--- src/rtl/operand_fetch.sv ---
// Operand fetch stage: reads both sources from the register file, bypasses same-cycle
// writebacks, stalls on pending writes via a per-register busy scoreboard.
module operand_fetch #(
    parameter int ADDR_BITS = 3,
    parameter int DATA_BITS = 8
) (
    input  logic                        clk,
    input  logic                        reset,
    input  logic                        issue_valid,
    output logic                        issue_ready,
    input  logic [ADDR_BITS-1:0]        issue_src0,
    input  logic [ADDR_BITS-1:0]        issue_src1,
    input  logic [ADDR_BITS-1:0]        issue_dst,
    input  logic                        issue_wb,
    output logic [ADDR_BITS-1:0]        rd0_addr,
    output logic                        rd0_enable,
    input  logic [DATA_BITS-1:0]        rd0_data,
    output logic [ADDR_BITS-1:0]        rd1_addr,
    output logic                        rd1_enable,
    input  logic [DATA_BITS-1:0]        rd1_data,
    output logic [ADDR_BITS-1:0]        wr_addr,
    output logic                        wr_enable,
    output logic [DATA_BITS-1:0]        wr_data,
    output logic                        ex_valid,
    input  logic                        ex_ready,
    output logic [DATA_BITS-1:0]        ex_op0,
    output logic [DATA_BITS-1:0]        ex_op1,
    output logic [ADDR_BITS-1:0]        ex_dst,
    output logic                        ex_wb,
    input  logic                        wb_valid,
    input  logic [ADDR_BITS-1:0]        wb_addr,
    input  logic [DATA_BITS-1:0]        wb_data,
    output logic [(1<<ADDR_BITS)-1:0]   busy
);

    localparam int NUM_REGS = 1 << ADDR_BITS;

    typedef enum logic [1:0] {IDLE, FETCH, PRESENT} state_t;

    state_t                 state_q, state_d;
    logic [ADDR_BITS-1:0]   src0_q, src0_d, src1_q, src1_d, dst_q, dst_d;
    logic                   wb_q, wb_d;
    logic [NUM_REGS-1:0]    busy_q, busy_d;
    logic                   ex_valid_q, ex_valid_d;
    logic [DATA_BITS-1:0]   ex_op0_q, ex_op0_d, ex_op1_q, ex_op1_d;
    logic [ADDR_BITS-1:0]   ex_dst_q, ex_dst_d;
    logic                   ex_wb_q, ex_wb_d;

    logic                   wb_hit0, wb_hit1, hazard;

    // A pending write that lands this very edge is satisfied by the bypass, so it is not a hazard.
    assign wb_hit0 = wb_valid && (wb_addr == src0_q);
    assign wb_hit1 = wb_valid && (wb_addr == src1_q);
    assign hazard  = (busy_q[src0_q] && !wb_hit0) || (busy_q[src1_q] && !wb_hit1);

    always_comb begin
        state_d    = state_q;
        src0_d     = src0_q;
        src1_d     = src1_q;
        dst_d      = dst_q;
        wb_d       = wb_q;
        busy_d     = busy_q;
        ex_valid_d = ex_valid_q;
        ex_op0_d   = ex_op0_q;
        ex_op1_d   = ex_op1_q;
        ex_dst_d   = ex_dst_q;
        ex_wb_d    = ex_wb_q;

        if (wb_valid) begin
            busy_d[wb_addr] = 1'b0;
        end

        case (state_q)
            IDLE: begin
                if (issue_valid) begin
                    src0_d  = issue_src0;
                    src1_d  = issue_src1;
                    dst_d   = issue_dst;
                    wb_d    = issue_wb;
                    state_d = FETCH;
                end
            end
            FETCH: begin
                if (!hazard) begin
                    ex_op0_d   = wb_hit0 ? wb_data : rd0_data;
                    ex_op1_d   = wb_hit1 ? wb_data : rd1_data;
                    ex_dst_d   = dst_q;
                    ex_wb_d    = wb_q;
                    ex_valid_d = 1'b1;
                    // Applied after the writeback clear so a same-edge set wins.
                    if (wb_q) begin
                        busy_d[dst_q] = 1'b1;
                    end
                    state_d = PRESENT;
                end
            end
            PRESENT: begin
                if (ex_ready) begin
                    ex_valid_d = 1'b0;
                    if (issue_valid) begin
                        src0_d  = issue_src0;
                        src1_d  = issue_src1;
                        dst_d   = issue_dst;
                        wb_d    = issue_wb;
                        state_d = FETCH;
                    end else begin
                        state_d = IDLE;
                    end
                end
            end
            default: state_d = IDLE;
        endcase
    end

    always_ff @(posedge clk) begin
        if (!reset) begin
            state_q    <= IDLE;
            src0_q     <= '0;
            src1_q     <= '0;
            dst_q      <= '0;
            wb_q       <= 1'b0;
            busy_q     <= '0;
            ex_valid_q <= 1'b0;
            ex_op0_q   <= '0;
            ex_op1_q   <= '0;
            ex_dst_q   <= '0;
            ex_wb_q    <= 1'b0;
        end else begin
            state_q    <= state_d;
            src0_q     <= src0_d;
            src1_q     <= src1_d;
            dst_q      <= dst_d;
            wb_q       <= wb_d;
            busy_q     <= busy_d;
            ex_valid_q <= ex_valid_d;
            ex_op0_q   <= ex_op0_d;
            ex_op1_q   <= ex_op1_d;
            ex_dst_q   <= ex_dst_d;
            ex_wb_q    <= ex_wb_d;
        end
    end

    assign issue_ready = reset && ((state_q == IDLE) || ((state_q == PRESENT) && ex_ready));
    assign rd0_addr    = src0_q;
    assign rd1_addr    = src1_q;
    assign rd0_enable  = reset && (state_q == FETCH);
    assign rd1_enable  = reset && (state_q == FETCH);
    assign wr_enable   = reset && wb_valid;
    assign wr_addr     = wb_addr;
    assign wr_data     = wb_data;
    assign ex_valid    = ex_valid_q;
    assign ex_op0      = ex_op0_q;
    assign ex_op1      = ex_op1_q;
    assign ex_dst      = ex_dst_q;
    assign ex_wb       = ex_wb_q;
    assign busy        = busy_q;

endmodule

--- config.mk ---
export PLATFORM = sky130hd
export DESIGN_NAME = operand_fetch
export DESIGN_NICKNAME = d
export VERILOG_FILES = /design/src/rtl/operand_fetch.sv
export SDC_FILE = /design/constraint.sdc
export NUM_CORES = 1
export LEC_CHECK = 0
export CAP_MARGIN = 20
export CORE_MARGIN = 10
export CORE_UTILIZATION = 39
export CTS_CLUSTER_SIZE = 20
export DETAILED_ROUTE_END_ITERATION = 7
export PLACE_DENSITY = 0.73
export SETUP_SLACK_MARGIN = 0.2
export SLEW_MARGIN = 10
export SYNTH_ARGS = -nofsm -noshare
export SYNTH_HDL_FRONTEND = slang
export SYNTH_SLANG_ARGS = --single-unit
--- constraint.sdc ---
create_clock -name clk -period 1.7 [get_ports clk]
set_input_delay 0.255 -clock clk [delete_from_list [all_inputs] [get_ports clk]]
set_output_delay 0.255 -clock clk [all_outputs]
set_load 0.005 [all_outputs]
==> metrics.md, run 1 <==
| Metric | Value |
|---|---|
| Status | `finished with violations` |
| Failing checks | `setup timing` |
| Cell count after synthesis | `238` |
| Post-synth EDFFs | `0` |
| Gp weighted congestion | `0.8655` |
| Die area | `just over 0.009 mm^2` |
| Crit path kind | `reg -> reg` |
| Layout cell share with drive strength beyond 1 | `0.3674` |
| Chip width | `95.53 um` |
| Most common cell after layout, fill and taps aside | `clkdlybuf4s50_1` |
| CP delay by family, top | `multiplexers` |
| Layout area overhead | `75.20%` |
| Syn Area/Cell | `9.347 um^2` |
| Post-synthesis mux area share | `0.1125` |
| Top routing layer used | `met4` |
| # IOs | `92` |
| Met2 wire length | `4585 um` |
| Worst EP required | `between 1500 and 2000 ps` |
| Hold buffer count at cts | `0` |
| Adder-cell share of the synthesized area | `0` |
| Maxcap violations | `0` |
| Synthesized area | `0.002225 mm^2` |
| Crit path max-delay cell type | `mux4_2` |
| Clock buffer depth | `2` |
| Initial core utilization | `0.4040` |
| Syn_nets | `280` |
| Rows | `27` |
| Setup crit start kind | `flop` |
| GRT Total Usage | `0.1793` |
| Main combinational cell family by area after synthesis | `compound AO/OA/AOI/OAI gates` |
| Fin. max-slew vios | `0` |
| Dpl cell area | `approximately 0.0034 mm^2` |
| Synth Area in XOR/XNOR | `0.02362` |
| Final setup margin | `-151.7 ps` |
| Die Ht | `95.53 um` |
| Largest net degree at the start of global routing | `34` |
| IO Port Bufs | `91` |
| Hpwl dp | `roughly 5700 um` |
| Period Utilization, post-route | `1.089` |
| Wire per inst | `20.36 um` |
| Initial antenna violation count | `0` |
| ANT nets after route | `0` |
| Clock Root Buffer | `clkbuf_8` |
| Async SR Flop Fraction | `0` |
| CP max stage delay | `510 ps` |
| Placed insts | `409` |
| Drt pass-1 iters | `4` |
| Final Instance Area | `0.003897 mm^2` |
| Clock sink total | `41` |
| Via density | `5.380` |
| Final setup fails | `31` |
| F_max | `540.1 MHz` |
| N_diodes | `0` |
| CTS clk-pin slew, worst paths | `80 ps` |
| Worst-Margin Slew | `approximately 510 ps` |
| Sequential-to-total area share from yosys stat | `0.3690` |
| Routed wire length on met3 | `503 um` |
| Post-synthesis register bit count | `41` |
| Wl on met1 | `3566 um` |
| Global-route wire length before repair | `13010 um` |
| Grt total ovfl | `0` |
| Max VDD drop | `495.6 uV` |
| Static leakage | `about 1.6 nW` |
| CTS tree | `done` |
| Synth Area in Simple Gates | `0.1474` |
| Crit-path cells | `buf_6, mux4_2, nand2b_4, o22a_4, buf_12, nand2_2, o31ai_2` |
| Cell Count, Final, Fillers Out | `434` |
| Synth unique cells | `40` |
| Max Clock Skew | `7.526 ps` |
| Worst hold path class | `in -> reg` |
| Ys Warns | `0` |
| Worst-Skew Late Latency | `approximately 290 ps` |
| Data arrival time of the worst path | `about 2100 ps` |
| Tmin final | `1852 ps` |
| Core Region | `0.005507 mm^2` |
| Maximum fanout along the worst path | `10` |
| Main flop type after synthesis | `dfxtp_1` |
| # H-tree levels | `2` |
| Number of global-route vias before repair | `between 2000 and 2500` |
| Layout net count | `403` |
| RSZ-0062 raised after global routing | `true` |
| Remaining DRCs | `0` |
| Num CTS Buffers | `5` |
| Pwr Density | `a little under 700 mW/mm^2` |
| Drt initial violations | `108` |
| Post-synthesis compound-gate area fraction | `0.2598` |
| WP buf/inv | `2` |
| Relative slew slack | `0.6575` |
| Routed vias | `2335` |
| Final hold violation count | `0` |
| Commonest non-fill, non-tap cells in the layout | `clkdlybuf4s50_1 (65), buf_4 (33), dfxtp_1 (29), nand2_1 (25), a21oi_1 (20)` |
| Routed Wire Length | `between 8000 and 9000 um` |
| Worst Setup End Kind | `flop` |
[registers in the layout (all words and copies together), names as in the netlist]
name / flops
dst_q: 3
ex_dst: 3
state_q: 2
ex_op1: 8
busy: 8
wb_q: 1
ex_wb: 1
rd1_addr: 3
ex_valid: 1
rd0_addr: 3
ex_op0: 8
[cells in the mapped netlist (2+ instances only)]
library cell	count	area share
a211oi_1	6	0.020
a211oi_2	10	0.056
a21oi_1	28	0.063
a21oi_2	6	0.024
and2_1	4	0.011
buf_2	3	0.0067
buf_4	13	0.044
buf_6	3	0.015
clkbuf_1	7	0.012
dfxtp_1	41	0.37
inv_1	4	0.0067
mux2_2	2	0.010
mux2i_1	16	0.072
mux4_2	3	0.030
nand2_1	26	0.044
nand2b_1	3	0.0084
nand3_1	7	0.016
nand4_1	6	0.017
nor2_1	2	0.0034
nor2_4	2	0.010
nor2b_1	4	0.011
nor3_1	2	0.0045
o21ai_0	12	0.027
o22ai_2	2	0.011
o311ai_0	6	0.024
o31ai_1	2	0.0067
xnor2_1	4	0.016
xor2_1	2	0.0079
[worst reg2reg max path, delay by kind of cell (launching register included)]
family | cells | cell delay, ps
and+or+nand+nor | 2 | 250
muxes | 1 | 520
buffers and inverters | 2 | 230
AOI/OAI and AO/OA | 2 | 380
DFF | 1 | 400
[report_power, final]
group	total [mW]	switching (mW)	leakage, nW	internal, mW
clock network	0.805	0.327	0.0585	0.479
registers	1.08	0.0611	0.341	1.02
logic	0.744	0.330	1.23	0.414
[stage by stage]
stage / worst slack [ps] / util / setup TNS, ps / power (mW) / hold WS (ps)
global placement: -406.6 / 0.6115 / -11950 / 1.710 / 475.7
detailed placement: -458.6 / 0.6115 / -13050 / 1.725 / 479.6
floorplan: 35.48 / - / 0 / 1.380 / 380.6
CTS: -106.5 / 0.6912 / -2332 / 2.567 / 495.4
finish: -151.7 / 0.7078 / -3657 / 2.627 / 343.5
global route: -202.3 / 0.7078 / -5507 / 2.728 / 346.0
[cells by family (layout without fill, tap and decap cells)]
kind of cell,after synthesis,count (layout)
buffers and inverters,32,155
AND/OR/NAND/NOR,61,61
XOR/XNOR,6,6
multiplexers,21,21
flip-flops,41,41
AO/OA/AOI/OAI,77,78
[layout make-up]
type	instances	area, um^2
multi-input cells	166	1399
flip-flops and latches	41	845.8
fillers	398	1609
well taps	72	90.09
repair buffers	142	1428
inverters	5	18.77
clock inverters	1	30.03
clock buffers	7	86.33
[path summary, 6_finish.rpt]
| path | startpoint | end | slack (ps) | cells past startpoint |
|---|---|---|---|---|
| setup / recovery | rd1_addr[0]$_SDFFE_PN0P_ | busy[7]$_SDFF_PN0_ | -150 | 7 |
| hold reg to reg | ex_dst[0]$_SDFFE_PN0P_ | ex_dst[0]$_SDFFE_PN0P_ | 500 | 2 |
| hold / removal | ex_ready | state_q[1]$_SDFFE_PN0P_ | 340 | 3 |
| setup reg to reg | rd1_addr[0]$_SDFFE_PN0P_ | busy[7]$_SDFF_PN0_ | -150 | 7 |
[routing by layer]
layer | track usage | vias to the layer above
li1 | - | 1118
met1 | 0.2232 | 1117
met5 | 0 | -
met4 | 0.04668 | 0
met2 | 0.3070 | 86
met3 | 0.03614 | 14
[what timing repair did]
action,CTS,global route
endpoints found under the setup margin,57,49
setup buffers,11,3
cloned,3,0
pin swaps,27,8
gates resized for setup,74,28
(Power assumes the default switching activity.)
==> run 2, diff against run 1 <==
Settings changed: CORE_ASPECT_RATIO from default to 1.2, CTS_BUF_LIST from default to sky130_fd_sc_hd__clkbuf_8 sky130_fd_sc_hd__clkbuf_16.
==> run 2 against run 1 <==
Net effect:
- global-route usage fell by 2.6 points
- non-clock buffer count down 3
- sequential share of layout area up 0.38 points
- wire length is 9.2% lower
- core utilization shrank 1.9 points
- the run still ends with setup timing left
- register-to-register slack improved by 50 ps
==> metrics.md, run 2 (synthesis gave the netlist of run 1 again) <==
| Metric | Value |
|---|---|
| Final setup fails | `26 (-16%)` |
| Crit-path cells | `mux4_2, nand2b_4, buf_6, o22ai_4, nor2_4, clkbuf_16, a211oi_2` |
| ANT nets after route | `0 (unchanged)` |
| CTS tree | `done` |
| Most common cell after layout, fill and taps aside | `clkdlybuf4s50_1` |
| Final Util | `0.6890 (-0.01876)` |
| GRT Total Usage | `0.1534 (-0.02586)` |
| Clock Root Buffer | `clkbuf_8` |
| Worst-Skew Late Latency | `300 ps (about the same)` |
| Tmin final | `1806 ps (-45.83 ps)` |
| Clock sink total | `41 (unchanged)` |
| Reg2Reg Setup Slack | `-110 ps (+50 ps)` |
| RSZ-0062 raised after global routing | `true` |
| Pwr Density | `633.2 mW/mm^2 (-6.0%)` |
| Failing checks | `setup timing` |
| Maxcap violations | `0 (unchanged)` |
| Setup TNS | `-1683 ps (+1973 ps)` |
| Worst Setup End Kind | `flop` |
| Global-route wire length before repair | `11180 um (-14%)` |
| Setup crit start kind | `flop` |
| Chip width | `88.95 um (-6.9%)` |
| Hpwl dp | `5559 um (-2.4%)` |
| Relative slew slack | `0.6871 (+0.02958)` |
| Fillers | `413 (+3.8%)` |
| Crit path kind | `reg -> reg` |
| Die area | `0.009138 mm^2 (+0.14%)` |
| Worst EP required | `1880 ps (-20 ps)` |
| Routed vias | `2321 (-0.60%)` |
| Layout net count | `400 (-0.74%)` |
| Crit path max-delay cell type | `mux4_2` |
| Die Ht | `102.7 um (+7.5%)` |
| Number of global-route vias before repair | `2277 (-6.6%)` |
| Data arrival time of the worst path | `1990 ps (-60 ps)` |
| IO Port Bufs | `91 (unchanged)` |
| Reg2Reg Depth | `7 (unchanged)` |
| Drt initial violations | `153 (+42%)` |
| Via density | `5.487 (+2.0%)` |
| F_max | `553.8 MHz (+2.5%)` |
| N_diodes | `0 (unchanged)` |
| Layout cell share with drive strength beyond 1 | `0.3928 (+0.02535)` |
| Rows | `30 (+11%)` |
| Worst-Margin Slew | `463.5 ps (-43.82 ps)` |
| # IOs | `92 (unchanged)` |
| Initial antenna violation count | `0 (unchanged)` |
| Wire per inst | `18.97 um (-6.9%)` |
| Fin. max-slew vios | `0 (unchanged)` |
| Routed Wire Length | `8023 um (-9.2%)` |
| Num CTS Buffers | `5 (unchanged)` |
| Final hold violation count | `0 (unchanged)` |
| Layout area overhead | `73.23%` |
| Status | `finished with violations` |
| CP max stage delay | `540 ps (+30 ps)` |
| Remaining DRCs | `0 (unchanged)` |
| Grt total ovfl | `0 (unchanged)` |
| Core Region | `0.005593 mm^2 (+1.6%)` |
| # H-tree levels | `2 (unchanged)` |
| Static leakage | `1.604 nW (-1.3%)` |
| Maximum fanout along the worst path | `8 (-2)` |
| Max Clock Skew | `5.333 ps (-2.192 ps)` |
| Clock buffer depth | `2 (unchanged)` |
| Commonest non-fill, non-tap cells in the layout | `clkdlybuf4s50_1 (66), buf_4 (35), dfxtp_1 (27), nand2_1 (24), a21oi_1 (19)` |
| CP delay by family, top | `multiplexers` |
| CTS clk-pin slew, worst paths | `80 ps (about the same)` |
| Period Utilization, post-route | `1.062 (-0.02696)` |
| Largest net degree at the start of global routing | `17 (-50%)` |
| Drt pass-1 iters | `5 (+1)` |
| Gp weighted congestion | `0.8340 (-3.6%)` |
| Hold WS | `466.0 ps (+122.5 ps)` |
| Max VDD drop | `536.1 uV (+8.2%)` |
| Worst hold path depth | `2 (-1)` |
| Initial core utilization | `0.3978 (-0.006236)` |
| Worst hold path class | `reg -> reg` |
| WP buf/inv | `2 (unchanged)` |
| Levels on crit path | `7 (unchanged)` |
| Final setup margin | `-105.8 ps (+45.83 ps)` |
## run 2: path summary, 6_finish.rpt
kind	start	to
max	rd1_addr[0]$_SDFFE_PN0P_	ex_op0[0]$_SDFFE_PN0P_
min	ex_dst[1]$_SDFFE_PN0P_	ex_dst[1]$_SDFFE_PN0P_
max reg2reg	rd1_addr[0]$_SDFFE_PN0P_	ex_op0[0]$_SDFFE_PN0P_
min reg2reg	ex_dst[1]$_SDFFE_PN0P_	ex_dst[1]$_SDFFE_PN0P_
## run 2: what timing repair did
| action | 4_1_cts | 5_1_grt |
|---|---|---|
| buffers inserted | 7 | 4 |
| endpoints found under the setup margin | 55 | 45 |
| hold buffers | 0 | 0 |
| pin swaps | 21 | 15 |
| gates cloned | 1 | 2 |
| resized for setup | 55 | 52 |
## run 2: layout make-up
class	instances	area, um^2	area share
clock buffer	5	68.82	0.01786
tap	64	80.08	0.02078
clock inverter	3	22.52	0.005844
inverter	5	18.77	0.004870
timing repair buffer	139	1386	0.3597
sequential	41	850.8	0.2208
multi-input combinational	166	1426	0.3701
## run 2: power by group
| group | internal, mW | switching (mW) |
|---|---|---|
| logic | 0.400 | 0.315 |
| clock network | 0.288 | 0.362 |
| registers | 1.02 | 0.0590 |
| total | 1.70 | 0.736 |
## run 2: through the flow
| step | area [um^2] | power [mW] | setup WS, ps | instances |
|---|---|---|---|---|
| final | 3854 | 2.440 | -105.8 | 423 |
| after global routing | 3854 | 2.548 | -168.8 | 423 |
| after CTS | 3580 | 2.375 | -52.98 | 417 |
| after detailed placement | 3357 | 1.739 | -407.0 | 401 |
| after global placement | 3357 | 1.727 | -355.0 | 401 |
| after floorplan | 2232 | 1.380 | 35.48 | 238 |
## run 2: tightest hold or removal path: cells and delay by family (launching register included)
kind               cells  cell delay [ps]
DFF                    1              330
AOI/OAI and AO/OA      2              100
## run 2: per-layer routing
metal	global-route usage	routed length, um	vias up
li1	-	-	1104
met1	0.1804	3196	1128
met2	0.2706	4311	77
met3	0.02767	409	12
met4	0.05392	107	0
met5	0	0	-
